--- src/rtl/adc_capture_host_if.sv ---
// Readout port of the ADC capture block: valid/ready sample stream.
// master drives samples, slave consumes them.
interface adc_capture_host_if;
    logic [7:0] rd_data;
    logic       rd_valid;
    logic       rd_last;
    logic       rd_ready;

    modport master (
        output rd_data,
        output rd_valid,
        output rd_last,
        input  rd_ready
    );

    modport slave (
        input  rd_data,
        input  rd_valid,
        input  rd_last,
        output rd_ready
    );
endinterface

--- src/rtl/adc_capture_host.sv ---
// ADC capture: decimate, level-trigger, store DEPTH samples, stream out.
// Optional auto-trigger timeout: define ADC_CAPTURE_TIMEOUT_EN.
module adc_capture_host #(
    parameter int DEPTH  = 256,
    parameter int ADDR_W = 8
`ifdef ADC_CAPTURE_TIMEOUT_EN
    ,
    parameter logic [23:0] TIMEOUT_CYCLES = 24'd10_000_000
`endif
) (
    input  logic                       Clk,
    input  logic                       Rst,
    output logic                       AD_Clk,
    input  logic [7:0]                 AD_Data,
    input  logic [15:0]                decim_in,
    input  logic [1:0]                 trig_mode_in,
    input  logic [7:0]                 trig_level_in,
    input  logic                       arm,
    input  logic                       abort,
    output logic                       busy,
    output logic                       done,
    adc_capture_host_if.master         rd
);

    localparam logic [1:0] IDLE      = 2'd0;
    localparam logic [1:0] WAIT_TRIG = 2'd1;
    localparam logic [1:0] CAPTURE   = 2'd2;
    localparam logic [1:0] READOUT   = 2'd3;

    logic [1:0]        state;
    logic [7:0]        s0;
    logic [7:0]        prev;
    logic              prev_valid;
    logic [7:0]        level;
    logic [1:0]        mode;
    logic [15:0]       decim;
    logic [15:0]       cnt;
    logic [ADDR_W-1:0] wr_addr;
    logic [ADDR_W-1:0] wr_nxt;
    logic [ADDR_W-1:0] wr_ptr;
    logic [ADDR_W:0]   ra;
    logic [7:0]        mem [0:DEPTH-1];
    logic [7:0]        q;
    logic              q_vld;
    logic              q_last;

    logic stb, rise, fall, hit, trig, to_hit;
    logic wr_en, last_wr, adv, issue, fire_last;

    assign AD_Clk = ~Clk;
    assign busy   = (state != IDLE);

    assign stb  = (cnt == 16'd0);
    assign rise = prev_valid && (prev < level) && (s0 >= level);
    assign fall = prev_valid && (prev >= level) && (s0 < level);

    always_comb begin
        hit = 1'b0;
        case (mode)
            2'd0:    hit = 1'b1;
            2'd1:    hit = rise;
            2'd2:    hit = fall;
            default: hit = rise | fall;
        endcase
    end

`ifdef ADC_CAPTURE_TIMEOUT_EN
    logic [23:0] to_cnt;

    // Cleared whenever idle, so every entry into WAIT_TRIG starts from zero.
    always_ff @(posedge Clk or posedge Rst) begin
        if (Rst)
            to_cnt <= 24'd0;
        else if (state != WAIT_TRIG)
            to_cnt <= 24'd0;
        else if (!to_hit)
            to_cnt <= to_cnt + 24'd1;
    end

    assign to_hit = (to_cnt >= TIMEOUT_CYCLES);
`else
    assign to_hit = 1'b0;
`endif

    assign trig    = stb && (hit || to_hit);
    assign wr_nxt  = wr_addr + ADDR_W'(1);
    assign wr_ptr  = (state == WAIT_TRIG) ? '0 : wr_nxt;
    assign wr_en   = ((state == WAIT_TRIG) && trig) ||
                     ((state == CAPTURE) && stb);
    assign last_wr = (wr_nxt == ADDR_W'(DEPTH - 1));

    // Two-stage read pipe: RAM output reg feeds the output reg.
    assign adv       = !rd.rd_valid || rd.rd_ready;
    assign issue     = (state == READOUT) && (!q_vld || adv) && !ra[ADDR_W];
    assign fire_last = rd.rd_valid && rd.rd_ready && rd.rd_last;

    always_ff @(posedge Clk) begin
        if (wr_en)
            mem[wr_ptr] <= s0;
        if (issue)
            q <= mem[ra[ADDR_W-1:0]];
    end

    always_ff @(posedge Clk or posedge Rst) begin
        if (Rst) begin
            state       <= IDLE;
            s0          <= 8'h00;
            prev        <= 8'h00;
            prev_valid  <= 1'b0;
            level       <= 8'h00;
            mode        <= 2'd0;
            decim       <= 16'd0;
            cnt         <= 16'd0;
            wr_addr     <= '0;
            ra          <= '0;
            q_vld       <= 1'b0;
            q_last      <= 1'b0;
            done        <= 1'b0;
            rd.rd_data  <= 8'h00;
            rd.rd_valid <= 1'b0;
            rd.rd_last  <= 1'b0;
        end else begin
            s0   <= AD_Data;
            done <= 1'b0;

            if (state == IDLE && arm && !abort)
                cnt <= decim_in;
            else if (state != IDLE)
                cnt <= stb ? decim : cnt - 16'd1;

            if (abort) begin
                state       <= IDLE;
                rd.rd_valid <= 1'b0;
                q_vld       <= 1'b0;
            end else begin
                case (state)
                    IDLE: begin
                        if (arm) begin
                            state      <= WAIT_TRIG;
                            decim      <= decim_in;
                            mode       <= trig_mode_in;
                            level      <= trig_level_in;
                            prev_valid <= 1'b0;
                            wr_addr    <= '0;
                        end
                    end
                    WAIT_TRIG: begin
                        if (stb) begin
                            prev       <= s0;
                            prev_valid <= 1'b1;
                            if (trig) begin
                                state   <= CAPTURE;
                                wr_addr <= '0;
                            end
                        end
                    end
                    CAPTURE: begin
                        if (stb) begin
                            wr_addr <= wr_nxt;
                            if (last_wr) begin
                                state <= READOUT;
                                ra    <= '0;
                            end
                        end
                    end
                    default: begin
                        if (issue) begin
                            q_vld  <= 1'b1;
                            q_last <= (ra[ADDR_W-1:0] == ADDR_W'(DEPTH - 1));
                            ra     <= ra + (ADDR_W+1)'(1);
                        end else if (adv) begin
                            q_vld <= 1'b0;
                        end
                        if (adv) begin
                            rd.rd_valid <= q_vld;
                            rd.rd_data  <= q;
                            rd.rd_last  <= q_last;
                        end
                        if (fire_last) begin
                            state       <= IDLE;
                            done        <= 1'b1;
                            rd.rd_valid <= 1'b0;
                            rd.rd_last  <= 1'b0;
                            q_vld       <= 1'b0;
                        end
                    end
                endcase
            end
        end
    end

endmodule

--- src/flat_wrapper.sv ---
// flat-port wrapper written by rule: the top's interface ports become plain ports
module adc_capture_host_flat 
#(
    parameter int DEPTH  = 256,
    parameter int ADDR_W = 8

)
  (Clk, Rst, AD_Clk, AD_Data, decim_in, trig_mode_in, trig_level_in, arm, abort, busy, done, rd_rd_data, rd_rd_valid, rd_rd_last, rd_rd_ready);
  adc_capture_host_if rd_i ();
  input  logic Clk;
  input  logic Rst;
  output logic AD_Clk;
  input  logic [7:0] AD_Data;
  input  logic [15:0] decim_in;
  input  logic [1:0] trig_mode_in;
  input  logic [7:0] trig_level_in;
  input  logic arm;
  input  logic abort;
  output logic busy;
  output logic done;
  output wire logic [$bits(rd_i.rd_data)-1:0] rd_rd_data;
  output wire logic [$bits(rd_i.rd_valid)-1:0] rd_rd_valid;
  output wire logic [$bits(rd_i.rd_last)-1:0] rd_rd_last;
  input wire logic [$bits(rd_i.rd_ready)-1:0] rd_rd_ready;
  assign rd_rd_data = rd_i.rd_data;
  assign rd_rd_valid = rd_i.rd_valid;
  assign rd_rd_last = rd_i.rd_last;
  assign rd_i.rd_ready = rd_rd_ready;
  adc_capture_host #(.DEPTH(DEPTH), .ADDR_W(ADDR_W)) u_core (.Clk(Clk), .Rst(Rst), .AD_Clk(AD_Clk), .AD_Data(AD_Data), .decim_in(decim_in), .trig_mode_in(trig_mode_in), .trig_level_in(trig_level_in), .arm(arm), .abort(abort), .busy(busy), .done(done), .rd(rd_i));
endmodule
--- config.mk ---
export PLATFORM = sky130hd
export DESIGN_NAME = adc_capture_host_flat
export DESIGN_NICKNAME = d
export VERILOG_FILES = /design/src/rtl/adc_capture_host_if.sv /design/src/rtl/adc_capture_host.sv /design/src/flat_wrapper.sv
export SDC_FILE = /design/constraint.sdc
export NUM_CORES = 2
export LEC_CHECK = 0
export CORE_ASPECT_RATIO = 0.5
export CORE_MARGIN = 2
export CORE_UTILIZATION = 45
export CTS_CLUSTER_DIAMETER = 200
export DETAILED_ROUTE_END_ITERATION = 10
export SYNTH_ARGS = -nofsm -noshare
export SYNTH_HDL_FRONTEND = slang
export SYNTH_SLANG_ARGS = --single-unit
--- constraint.sdc ---
create_clock -name Clk -period 9.69 [get_ports Clk]
set_input_delay 1.4535 -clock Clk [delete_from_list [all_inputs] [get_ports Clk]]
set_output_delay 1.4535 -clock Clk [all_outputs]
set_load 0.005 [all_outputs]
==> impl_metrics.env <==
export IMPL_status="completed"
export IMPL_cts_tree="done"
export IMPL_fin_nets=4544
export IMPL_fin_skew_ns=0.02918
export IMPL_max_slew_margin=0.1202
export IMPL_clk_latency_ns=0.82
export IMPL_placedCellCount=6795
export IMPL_clockBufferDepth=3
export IMPL_wirelength_microns=217800
export IMPL_grt_pass1_wl_microns=312900
export IMPL_synth_async_reset_ratio=0.04238
export IMPL_p_clk_frac=0.362
export IMPL_r2r_end="u_core.q[5]$_DFFE_PP_"
export IMPL_hold_viol_final=0
export IMPL_synth_top_flop_cell="edfxtp_1"
export IMPL_swShare=0.2520
export IMPL_num_rows=112
export IMPL_yosysMostFrequentCell="edfxtp_1"
export IMPL_fin_ws_ns=2.143
export IMPL_worst_slew_pin_transition_ns=1.286
export IMPL_crit_end="AD_Clk"
export IMPL_routabilityCongestion=0.8488
export IMPL_cp_arrival_ns=6.09
export IMPL_setup_tns_ns=0
export IMPL_first_pass_iters=5
export IMPL_die_x_microns=617.1
export IMPL_path_clk_slew_ns=0.07
export IMPL_startpoint_type="clock port"
export IMPL_p_leak_nw=31.16
export IMPL_io_pins=52
export IMPL_track_usage=0.2262
export IMPL_vias=43410
export IMPL_ys_types=68
export IMPL_pwr_share_comb=0.114
export IMPL_rsz0062_at_grt="no"
export IMPL_portBuffers=51
export IMPL_cts_resized=0
export IMPL_syn2layout_area_growth_pct=10.72
export IMPL_synth_area_leaders="edfxtp_1, mux4_2, mux2i_1"
export IMPL_die_area_sq_um=191700
export IMPL_required_ns=8.24
export IMPL_p_switching_mw=5.026
export IMPL_yosys_top_cells_count="edfxtp_1, mux4_2, nor2_1, mux2i_1, nand2_1"
export IMPL_hold_class="flop to flop"
export IMPL_postCtsHoldBufs=0
export IMPL_reg2reg_slack_ns=4.58
export IMPL_path_max_fanout=16
export IMPL_drv_slew=0
export IMPL_via_per_inst=6.081
export IMPL_netlist_area_leader_share=0.7299
export IMPL_layoutNonFillerInstCount=7138
export IMPL_cts_setup_buffers=0
export IMPL_wl_per_cell_microns=30.51
export IMPL_max_cap_viol_count=0
export IMPL_p_int_mw=14.92
export IMPL_critPathKind="clock port to output pin"
export IMPL_synth_yosys_warnings=0
export IMPL_setup_viol=0
export IMPL_antenna_found_initial=10
export IMPL_r2r_start="u_core.ra[2]$_DFFE_PP0P_"
export IMPL_crit_path_end_kind="output pin"
export IMPL_post_route_util=0.5017
export IMPL_root_buffer="clkbuf_16"
export IMPL_grt_overflow=0
export IMPL_drive_gt1_frac=0.1767
export IMPL_ant_nets=0
export IMPL_reg2reg_depth=8
export IMPL_pwr_share_seq=0.524
export IMPL_fp_dieH_microns=310.6
export IMPL_cp_startpoint="Clk"
export IMPL_ys_ff_latch=2147
export IMPL_p_per_area_nw_per_um2=213.0
export IMPL_syn_nets=4473
export IMPL_drc_errors=0
export IMPL_initial_core_util=0.4531
export IMPL_htreeDepth=4
export IMPL_synth_area_per_cell_sq_um=19.19
export IMPL_cts_buffers=190
export IMPL_ys_seq_area_frac=0.7568
export IMPL_grt_pass1_vias=43170
export IMPL_synth_edf_count=2056
export IMPL_dr_first_iter_drc_count=5436
export IMPL_hpwl_microns=129500
export IMPL_syn_cell_area_sq_um=84580
export IMPL_netlist_instances=4408
export IMPL_yosys_area_top_type="edfxtp_1"
export IMPL_grt_max_degree=201
export IMPL_coreArea_sq_um=186700
export IMPL_ir_worst_vdd_mv=0.2034
export IMPL_post_place_ws_ns=2.886
[power by group through the flow]
stage / clock [mW] / combinational (mW) / sequential [mW]
floorplan: 0.00236 / 1.32 / 10.6
global route: 7.67 / 2.42 / 10.5
CTS: 7.32 / 2.26 / 10.4
detailed placement: 0.0101 / 2.25 / 10.6
finish: 7.22 / 2.28 / 10.5
global placement: 0.0101 / 2.23 / 10.6
[area by class of cell]
class / instances / area [sq um]
Timing Repair Buffer: 134 / 1244
Multi-Input combinational cell: 1976 / 19320
Fill cell: 14960 / 93010
Antenna cell: 1 / 2.502
Sequential cell: 2147 / 64060
Tap cell: 2508 / 3138
Clock buffer: 240 / 5042
Inverter: 28 / 115.1
Clock inverter: 104 / 726.9
[critical path, stage by stage]
cell	delay [ns]
clkbuf_16	0.25
clkbuf_16	0.27
clkbuf_16	0.18
inv_1	0.05
clkdlybuf4s50_1	0.49
[state kept, by name, indices dropped and copies added, names as in the netlist]
signal	flops
u_core.prev	8
u_core.level	8
u_core.done	1
u_core.s0	8
u_core.q_last	1
u_core.rd.rd_data	8
u_core.state	2
u_core.ra	9
u_core.mem	2048
u_core.mode	2
u_core.q	8
u_core.rd.rd_last	1
u_core.wr_addr	8
u_core.cnt	16
u_core.prev_valid	1
u_core.decim	16
u_core.rd.rd_valid	1
u_core.q_vld	1
[cells by family after synthesis]
| kind of cell | count (synthesis) | synth area share |
|---|---|---|
| flip-flops | 2147 | 0.7568 |
| multiplexers | 739 | 0.1467 |
| AND/OR/NAND/NOR | 714 | 0.03689 |
| AO/OA/AOI/OAI | 489 | 0.03936 |
| buffers and inverters | 285 | 0.01553 |
| adder cells (fa/ha/maj) | 26 | 0.003846 |
| XOR/XNOR | 8 | 0.0008283 |
[worst min-delay path by stage]
stage,start,endpoint,slack [ns],cells past startpoint
2_1_floorplan,u_core.decim[3]$_DFFE_PP0P_,u_core.decim[3]$_DFFE_PP0P_,0.45,2
3_3_place_gp,u_core.decim[12]$_DFFE_PP0P_,u_core.decim[12]$_DFFE_PP0P_,0.46,2
3_5_place_dp,u_core.decim[8]$_DFFE_PP0P_,u_core.decim[8]$_DFFE_PP0P_,0.46,2
4_1_cts,u_core.q[6]$_DFFE_PP_,u_core.rd.rd_data[6]$_DFFE_PP0P_,0.48,1
5_1_grt,u_core.q[6]$_DFFE_PP_,u_core.rd.rd_data[6]$_DFFE_PP0P_,0.50,1
6_report,u_core.decim[1]$_DFFE_PP0P_,u_core.decim[1]$_DFFE_PP0P_,0.48,2
[cell usage in the layout, fill, tap and decap left out, types with 51 or more instances in the layout]
master / instances
o221ai_1: 130
mux2i_1: 307
edfxtp_1: 2056
nand2_1: 148
a21oi_1: 136
o22ai_1: 53
mux4_2: 397
nor2_1: 346
nor3_1: 71
dfrtp_1: 77
clkbuf_16: 193
clkdlybuf4s50_1: 51
o21ai_0: 60
buf_4: 75
[metal layers]
metal | wire length, microns | share of wire | GRT usage
met5 | 23 | 0.00011 | 0
met4 | 4542 | 0.021 | 0.05631
met3 | 21390 | 0.098 | 0.05854
met2 | 97880 | 0.45 | 0.3358
met1 | 93960 | 0.43 | 0.3353
[through the flow]
step                      hold slack, ns  area [sq um]  total power [mW]
after floorplan                   0.4451         84580             11.95
after global placement            0.4604         87890             12.88
after detailed placement          0.4632         87890             12.91
after CTS                         0.4800         93650             20.02
after global routing              0.5038         93650             20.55
final                             0.4802         93650             19.95
Power figures use the tool's default switching activity.
